==> src/rtl/usb2_ep_in_seq.sv <==
// IN-direction packetizer for a double-buffered USB 2.0 endpoint: fills the
// current half-buffer from a byte stream and runs the commit/ack handshake.
//
// state       | meaning
// ST_WAIT_BUF | idle, waiting for a free half-buffer (or issuing a pending ZLP)
// ST_FILL     | accepting bytes into the current half-buffer
// ST_COMMIT   | commit request held until the endpoint acknowledges
// ST_ACK      | waiting for ack to fall while the endpoint swaps halves
module usb2_ep_in_seq #(
  parameter int MAX_PKT      = 512,
  parameter int FLUSH_CYCLES = 1024,
  parameter int ZLP_AUTO     = 1
) (
  input  logic        i_phy_clk,
  input  logic        i_reset,
  input  logic [7:0]  i_s_data,
  input  logic        i_s_valid,
  input  logic        i_s_last,
  input  logic        i_s_flush,
  output logic        o_s_ready,
  output logic [8:0]  o_buf_in_addr,
  output logic [7:0]  o_buf_in_data,
  output logic        o_buf_in_wren,
  input  logic        i_buf_in_ready,
  output logic        o_buf_in_commit,
  output logic [9:0]  o_buf_in_commit_len,
  input  logic        i_buf_in_commit_ack,
  output logic        o_busy,
  output logic [15:0] o_pkt_count
);

  localparam int TW = (FLUSH_CYCLES > 1) ? $clog2(FLUSH_CYCLES + 1) : 1;

  typedef enum logic [1:0] {ST_WAIT_BUF, ST_FILL, ST_COMMIT, ST_ACK} state_t;

  state_t        r_state;
  logic [9:0]    r_count;
  logic [TW-1:0] r_idle_left;
  logic          r_zlp_pend;
  logic          r_wren;
  logic [8:0]    r_addr;
  logic [7:0]    r_data;
  logic          r_commit;
  logic [9:0]    r_len;
  logic [15:0]   r_pkt_count;

  logic          w_accept;
  logic [9:0]    w_count_nxt;
  logic          w_full;
  logic          w_timeout;

  assign o_s_ready   = (r_state == ST_FILL) && !i_reset;
  assign w_accept    = i_s_valid && o_s_ready;
  assign w_count_nxt = r_count + 10'd1;
  assign w_full      = (w_count_nxt == 10'(MAX_PKT));
  // Idle timer is a down-counter; terminal count 1 means FLUSH_CYCLES idle cycles seen.
  assign w_timeout   = (FLUSH_CYCLES > 0) && (r_count != 10'd0) && (r_idle_left == TW'(1));

  always_ff @(posedge i_phy_clk) begin
    if (i_reset) begin
      r_state     <= ST_WAIT_BUF;
      r_count     <= '0;
      r_idle_left <= '0;
      r_zlp_pend  <= 1'b0;
      r_wren      <= 1'b0;
      r_addr      <= '0;
      r_data      <= '0;
      r_commit    <= 1'b0;
      r_len       <= '0;
      r_pkt_count <= '0;
    end else begin
      r_wren <= 1'b0;
      case (r_state)
        ST_WAIT_BUF: begin
          if (i_buf_in_ready && !i_buf_in_commit_ack) begin
            if (r_zlp_pend) begin
              r_zlp_pend <= 1'b0;
              r_len      <= '0;
              r_commit   <= 1'b1;
              r_state    <= ST_COMMIT;
            end else begin
              r_state <= ST_FILL;
            end
          end
        end
        ST_FILL: begin
          if (w_accept) begin
            r_wren      <= 1'b1;
            r_addr      <= r_count[8:0];
            r_data      <= i_s_data;
            r_count     <= w_count_nxt;
            r_idle_left <= TW'(FLUSH_CYCLES);
            if (w_full || i_s_last || i_s_flush) begin
              // commit rises one cycle later, after this byte's write is out
              r_len   <= w_count_nxt;
              r_state <= ST_COMMIT;
              if (i_s_last && w_full && (ZLP_AUTO != 0)) r_zlp_pend <= 1'b1;
            end
          end else if (i_s_flush || w_timeout) begin
            r_len    <= r_count;
            r_commit <= 1'b1;
            r_state  <= ST_COMMIT;
          end else if ((r_count != 10'd0) && (r_idle_left != '0)) begin
            r_idle_left <= r_idle_left - TW'(1);
          end
        end
        ST_COMMIT: begin
          if (!r_commit) begin
            r_commit <= 1'b1;
          end else if (i_buf_in_commit_ack) begin
            r_commit <= 1'b0;
            r_state  <= ST_ACK;
          end
        end
        ST_ACK: begin
          if (!i_buf_in_commit_ack) begin
            r_pkt_count <= r_pkt_count + 16'd1;
            r_count     <= '0;
            r_state     <= ST_WAIT_BUF;
          end
        end
        default: r_state <= ST_WAIT_BUF;
      endcase
    end
  end

  assign o_buf_in_addr       = r_addr;
  assign o_buf_in_data       = r_data;
  assign o_buf_in_wren       = r_wren;
  assign o_buf_in_commit     = r_commit;
  assign o_buf_in_commit_len = r_len;
  assign o_pkt_count         = r_pkt_count;
  assign o_busy              = !((r_state == ST_WAIT_BUF) && (r_count == 10'd0));

endmodule

==> config.mk <==
export PLATFORM = sky130hd
export DESIGN_NAME = usb2_ep_in_seq
export DESIGN_NICKNAME = d
export VERILOG_FILES = /design/src/rtl/usb2_ep_in_seq.sv
export SDC_FILE = /design/constraint.sdc
export NUM_CORES = 1
export LEC_CHECK = 0
export ABC_AREA = 1
export CAP_MARGIN = 20
export CORE_MARGIN = 3
export CORE_UTILIZATION = 49
export CTS_BUF_LIST = sky130_fd_sc_hd__clkbuf_4
export CTS_CLUSTER_SIZE = 14
export DETAILED_ROUTE_END_ITERATION = 10
export HOLD_SLACK_MARGIN = 0.06
export MAX_ROUTING_LAYER = met4
export PLACE_DENSITY = 0.86
export SETUP_SLACK_MARGIN = 0.4
export SYNTH_ARGS = -nofsm -noshare
export SYNTH_HDL_FRONTEND = slang
export SYNTH_SLANG_ARGS = --single-unit
export TNS_END_PERCENT = 5
==> constraint.sdc <==
create_clock -name i_phy_clk -period 1.7 [get_ports i_phy_clk]
set_input_delay 0.34 -clock i_phy_clk [delete_from_list [all_inputs] [get_ports i_phy_clk]]
set_output_delay 0.34 -clock i_phy_clk [all_outputs]
set_load 0.005 [all_outputs]
==> impl_metrics.yaml, run 1 <==
layout:
  diodes: 0
  area_delta_synth_final_pct: 43.4
  finalInstanceArea_um2: 5110
  layout.nets: 647
  drive_above_1_share: 0.403
  seq_area_um2: 1460
  multi_input_area_um2: 2150
  num-fill-cells: 558
logic_synthesis:
  ys_ff_latch: 69
  yosysTopAreaCell: "dfxtp_1"
  synth_edf_count: 0
  synth_flop_cell: "dfxtp_1"
  async_reset_ff_frac: 0
  avgSynthCellArea_um2: 7.22
  synth_top_family_by_area: "simple AND/OR/NAND/NOR gates"
  synth_seq_area_share: 0.388
  syn_nets: 519
  synth_compound_area_frac: 0.154
  syn_area_um2: 3560
  synthMuxAreaShare: 0
  yosysTopAreaCellShare: 0.388
  synth_simple_gate_area_share: 0.311
  synth_cell_types: 41
  yosys-top-cells-count: "nand2_1, dfxtp_1, nor2_1, inv_1, a21oi_1"
  yosysMostFrequentCell: "nand2_1"
  netlist_instances: 493
  synthXorXnorAreaFrac: 0.0221
  yosys-top-cells-area: "dfxtp_1, nand2_1, nor2_1"
  synthAdderAreaFrac: 0.0387
  ys_warn_count: 0
route:
  drtPass1Iterations: 5
  first_iter_violations: 274
  wl_per_cell_um: 15.3
  routed_wl_um: 11100
  avgViaCountPerCell: 5.38
  vias: 3885
  drc_errors: 0
  antenna_left: 0
placed_design:
  place_area_um2: 4720
  hpwl_um: 7230
  portBuffers: 61
  gp_congestion: 0.905
critical_path:
  cp-end-kind: "register"
  required_ns: 2.04
  crit_fanout: 10
  worstPathArrival_ns: 2.17
  start_kind: "register"
  critPathKind: "reg2reg"
clocking:
  numClockSinks: 69
  clk_latency_ns: 0.44
  cts_tree: "built"
  holdBufCountCts: 0
  htree_levels: 3
  clock_path_buffers: 2
  cts_made_buffers: 9
  root_buffer: "clkbuf_4"
  cts.clk_slew.worst_paths_ns: 0.12
pwr:
  power.leakage_uw: 0.00225
  cellPowerDensity_nw_per_um2: 946
  clock_power_share: 0.192
  p_sw_uw: 1800
  internal-power_uw: 3040
  pwr-share-seq: 0.403
  total_power_uw: 4830
  comb_power_share: 0.405
  swShare: 0.372
  vdd_drop_max_mv: 0.625
timing:
  fin_ws_ns: -0.135
  clock-skew-final_ns: 0.0124
  fin_tns_setup_ns: -1.11
  slew_headroom: 0.797
  fin_crit_sh: 1.08
  finalSetupViolations: 18
  drv_slew: 0
  tightest_slew_ns: 0.304
  whs_ns: 0.453
  min_period_ns: 1.84
  hold_viol: 0
  rsz0062_at_grt: "true"
  fmax_mhz: 545
die:
  rows: 30
  dieWidth_um: 91.2
  die-area_um2: 8330
  die_h_um: 91.2
  coreArea_um2: 6910
  ios: 62
  start_util: 0.516
grt:
  grt_pass1_wl_um: 17000
  grt_usage: 0.259
  grt_overflow_total: 0
  grt_pass1_vias: 3705
  grt_max_degree: 27
  antenna_found_initial: 0
run_status:
  failed_checks: "setup timing"
  status: "complete, but fails checks"
run:
  drv_cap: 0
worst_hold_path:
  hold_class: "reg2reg"
==> kinds of logic (layout without fill, tap and decap cells) <==
| group | Yosys count | in the layout |
|---|---|---|
| xor+xnor | 9 | 9 |
| buf+inv | 70 | 201 |
| compound gates | 93 | 93 |
| simple gates | 241 | 243 |
| flops | 69 | 69 |
| fa+ha+maj | 11 | 11 |
==> cell usage in the layout, fill, tap and decap left out, drive strengths merged <==
| master | instances |
|---|---|
| clkinv | 5 |
| a221oi | 1 |
| o21bai | 1 |
| clkbuf | 16 |
| a211oi | 1 |
| o21a | 6 |
| clkinvlp | 2 |
| nor3 | 11 |
| nand3 | 38 |
| nor3b | 2 |
| inv | 54 |
| a22oi | 3 |
| nand3b | 4 |
| buf | 103 |
| nand2 | 116 |
| xnor2 | 1 |
| a31oi | 2 |
| nor2 | 64 |
| dlygate4sd2 | 1 |
| o22ai | 3 |
| o31ai | 1 |
| a21oi | 44 |
| ha | 11 |
| a22o | 8 |
| nor4 | 1 |
| dfxtp | 69 |
| xor2 | 8 |
| nand4 | 7 |
| o21ai | 23 |
| clkdlybuf4s50 | 20 |
==> registers in the layout, summed over array words and instances, names as in the netlist, 2 cells and up <==
name / cells
r_idle_left: 11
o_buf_in_commit_len: 10
o_buf_in_data: 8
o_pkt_count: 16
r_state: 2
o_buf_in_addr: 9
r_count: 10
==> critical path, cell delays in order (launching register included) <==
cell     delay (ns)
dfxtp_2        0.39
buf_6          0.13
buf_6          0.10
nand3_4        0.08
nor2_4         0.15
buf_4          0.13
nand3_1        0.07
nand2_2        0.12
nor2_4         0.04
nand3_4        0.16
nand2_8        0.10
a21oi_1        0.19
nor2_1         0.08
==> per-stage QoR <==
stage / worst slack (ns) / cells / util
3_5_place_dp: -0.308 / 693 / 0.683
4_1_cts: -0.0936 / 716 / 0.713
5_1_grt: -0.231 / 722 / 0.739
2_1_floorplan: 0.0954 / 493 / -
6_report: -0.135 / 722 / 0.739
3_3_place_gp: -0.238 / 693 / 0.683
==> cell type report <==
class,instances,area share
inverters,54,0.0421
flip-flops and latches,69,0.285
repair buffers,131,0.207
clock inverters,7,0.00833
well taps,96,0.0235
multi-input cells,356,0.421
clock buffers,9,0.0132
==> final timing paths <==
kind	slack (ns)	endpoint	start	cells after the start
hold / removal	0.45	o_buf_in_addr[1]$_SDFFE_PP0P_	o_buf_in_addr[1]$_SDFFE_PP0P_	2
setup reg to reg	-0.14	o_buf_in_commit_len[1]$_SDFFE_PP0P_	r_count[0]$_SDFFE_PP0P_	12
setup / recovery	-0.14	o_buf_in_commit_len[1]$_SDFFE_PP0P_	r_count[0]$_SDFFE_PP0P_	12
hold reg to reg	0.45	o_buf_in_addr[1]$_SDFFE_PP0P_	o_buf_in_addr[1]$_SDFFE_PP0P_	2
==> timing repair <==
| item | in CTS | in global routing |
|---|---|---|
| resized for setup | 202 | 75 |
| setup buffers | 5 | 6 |
| gates cloned | 2 | 0 |
| setup endpoints to repair | 115 | 90 |
| endpoints found under the hold margin | 0 | 0 |
| pin swaps | 10 | 33 |
==> per-layer routing <==
layer	track usage	routed length (um)
met5	-	0
met4	0.0917	262
met1	0.292	4500
met3	0.0704	715
met2	0.441	5570
==> power groups by stage <==
stage               Clock (uW)  Combinational [uW]  Sequential [uW]
CTS                        918                1870             1930
global placement             0                1750             1950
floorplan                    0                 990             1970
finish                     929                1960             1950
global route              1030                2140             1970
detailed placement           0                1810             1960
Note: power is estimated with default switching activity, not from simulation.
==> run 2: changes to the inputs <==
--- a/config.mk
+++ b/config.mk
@@ -12,7 +12,7 @@
 export CTS_BUF_LIST = sky130_fd_sc_hd__clkbuf_4
 export CTS_CLUSTER_SIZE = 14
 export DETAILED_ROUTE_END_ITERATION = 10
-export HOLD_SLACK_MARGIN = 0.06
+export HOLD_SLACK_MARGIN = 0.05
 export MAX_ROUTING_LAYER = met4
 export PLACE_DENSITY = 0.86
 export SETUP_SLACK_MARGIN = 0.4
==> results of run 2 <==
Same layout as run 1: the final DEF is identical, and so are final timing and power.
==> run 3: changes to the inputs <==
--- a/config.mk
+++ b/config.mk
@@ -7,6 +7,7 @@
 export LEC_CHECK = 0
 export ABC_AREA = 1
 export CAP_MARGIN = 20
+export CORE_ASPECT_RATIO = 0.75
 export CORE_MARGIN = 3
 export CORE_UTILIZATION = 49
 export CTS_BUF_LIST = sky130_fd_sc_hd__clkbuf_4
==> run 3 against run 2 <==
The run still ends with setup timing left; maximum frequency is 7.5% lower; flip-flop and latch count stayed put; via count is 13% higher; critical endpoint is now o_buf_in_commit$_SDFFE_PP0P_; largest power group unchanged.
==> impl_metrics.yaml, run 3 (same netlist as run 1, synthesis figures left out) <==
critical_path:
  path_delay_family: "simple AND/OR/NAND/NOR gates"
  cpMaxStageDelayCell: "dfxtp_4"
  cp.buffers_inverters: 4
  critPathKind: "reg2reg"
  cp-end-kind: "register"
  reg2reg_setup_slack_ns: -0.28
  start_kind: "register"
  crit_fanout: 3
  max_stage_delay_ns: 0.38
  worstPathArrival_ns: 2.35
  timing.rr.end: "o_buf_in_commit$_SDFFE_PP0P_"
  path_cells: "buf_6 -> inv_2 -> ha_4 -> inv_4 -> buf_4 -> nor2_2 -> nor3_1 -> nand3_1 -> a21oi_1 -> o21a_1"
  cp_num_cells: 10
  required_ns: 2.07
  reg2reg_depth: 10
  reg2reg_from: "r_state[0]$_SDFFE_PP0P_"
route:
  antenna_left: 0
  avgViaCountPerCell: 5.96
  first_iter_violations: 638
  drtPass1Iterations: 6
  wl_per_cell_um: 18.8
  routed_wl_um: 13800
  drc_errors: 0
  vias: 4390
die:
  die_h_um: 79.8
  coreArea_um2: 6930
  start_util: 0.514
  dieWidth_um: 104
  rows: 26
  ios: 62
  die-area_um2: 8340
timing:
  clock-skew-final_ns: 0.0185
  hold_viol: 0
  whs_ns: 0.458
  finalSetupViolations: 26
  slew_headroom: 0.764
  drv_slew: 0
  fin_ws_ns: -0.283
  fmax_mhz: 504
  fin_crit_sh: 1.17
  tightest_slew_ns: 0.351
  min_period_ns: 1.98
  rsz0062_at_grt: "true"
run_status:
  status: "complete, but fails checks"
  failed_checks: "setup timing"
grt:
  antenna_found_initial: 0
  grt_pass1_vias: 3958
  grt_overflow_total: 0
  grt_max_degree: 27
  grt_pass1_wl_um: 18000
  grt_usage: 0.277
layout:
  area_delta_synth_final_pct: 56.8
  layout.nets: 659
  largest_reg_flops: 16
  diodes: 0
  num-fill-cells: 389
  layout_common_cells: "nand2_1, buf_4, nor2_1"
  drive_above_1_share: 0.412
  layout_commonest_cell: "nand2_1"
worst_hold_path:
  hold_class: "reg2reg"
  holdPathEnd: "o_buf_in_addr[8]$_SDFFE_PP0P_"
  holdCritStartpoint: "o_buf_in_addr[8]$_SDFFE_PP0P_"
  whs_path_depth: 2
placed_design:
  dpl_worst_slack_ns: -0.362
  portBuffers: 61
  gp_congestion: 0.952
  hpwl_um: 7600
run:
  drv_cap: 0
pwr:
  cellPowerDensity_nw_per_um2: 987
  total_power_uw: 5510
  vdd_drop_max_mv: 0.764
  power.leakage_uw: 0.00267
clocking:
  htree_levels: 3
  cts_made_buffers: 9
  clk_latency_ns: 0.43
  numClockSinks: 69
  clock_path_buffers: 2
  root_buffer: "clkbuf_4"
  cts_tree: "built"
  cts.clk_slew.worst_paths_ns: 0.12
  holdBufCountCts: 0
[run 3: cell types whose count changed in the layout (fill, tap and decap cells not counted), moves of 6 or more]
cell            before  now
a21oi_1             40   32
buf_4               54   64
dfxtp_1             22   29
dlymetal6s2s_1       0   21
nand3_1             33   27
a21oi_2              4   11
nand2_2             23   29
dfxtp_2             41   34
buf_2               29    6
nand2_1             88   79
nand3_2              3    9
[run 3: timing repair]
action,4_1_cts,5_1_grt
cloned,2,3
setup endpoints to repair,113,108
gates resized for setup,112,127
pin swaps,25,35
setup buffers,8,8
[run 3: worst reg2reg max path, stage by stage, from the launching register on]
cell	delay, ns
dfxtp_4	0.38
buf_6	0.11
inv_2	0.05
ha_4	0.17
inv_4	0.06
buf_4	0.11
nor2_2	0.05
nor3_1	0.33
nand3_1	0.22
a21oi_1	0.26
o21a_1	0.18
[run 3: how the worst max path moves through the flow]
stage	endpoint	slack, ns	from
final	o_buf_in_commit$_SDFFE_PP0P_	-0.28	r_state[0]$_SDFFE_PP0P_
after global routing	o_buf_in_commit_len[9]$_SDFFE_PP0P_	-0.33	r_count[7]$_SDFFE_PP0P_
after CTS	r_state[0]$_SDFFE_PP0P_	-0.06	r_count[1]$_SDFFE_PP0P_
after detailed placement	o_pkt_count[14]$_SDFFE_PP0P_	-0.36	i_buf_in_commit_ack
after global placement	o_pkt_count[14]$_SDFFE_PP0P_	-0.24	i_buf_in_commit_ack
after floorplan	o_pkt_count[13]$_SDFFE_PP0P_	0.1	r_state[0]$_SDFFE_PP0P_
[run 3: final cells by class]
type                            count  area, um^2  area share
Multi-Input combinational cell    356        2300       0.412
Sequential cell                    69        1450       0.259
Timing Repair Buffer              143        1360       0.243
Inverter                           54         228      0.0408
Tap cell                           98         123      0.0220
Clock buffer                       10        75.1      0.0134
Clock inverter                      6        53.8     0.00964
[run 3: per-stage QoR]
step | instance area (um^2) | utilization | TNS (ns) | std cells
finish | 5580 | 0.806 | -3.07 | 736
global route | 5580 | 0.806 | -6.23 | 736
CTS | 5160 | 0.745 | -0.482 | 725
detailed placement | 4760 | 0.688 | -11.65 | 699
global placement | 4760 | 0.688 | -7.88 | 699
floorplan | 3640 | - | 0 | 493
[run 3: power by group]
part	switching [uW]	internal, uW
sequential	167	1830
combinational	1280	1180
clock	601	450
total	2050	3460
[run 3: per-layer routing]
layer | vias up | routed length (um) | global-route usage
li1 | 1916 | - | -
met1 | 2018 | 5030 | 0.307
met2 | 338 | 6570 | 0.488
met3 | 118 | 1270 | 0.0558
met4 | 0 | 946 | 0.130
met5 | - | 0 | -
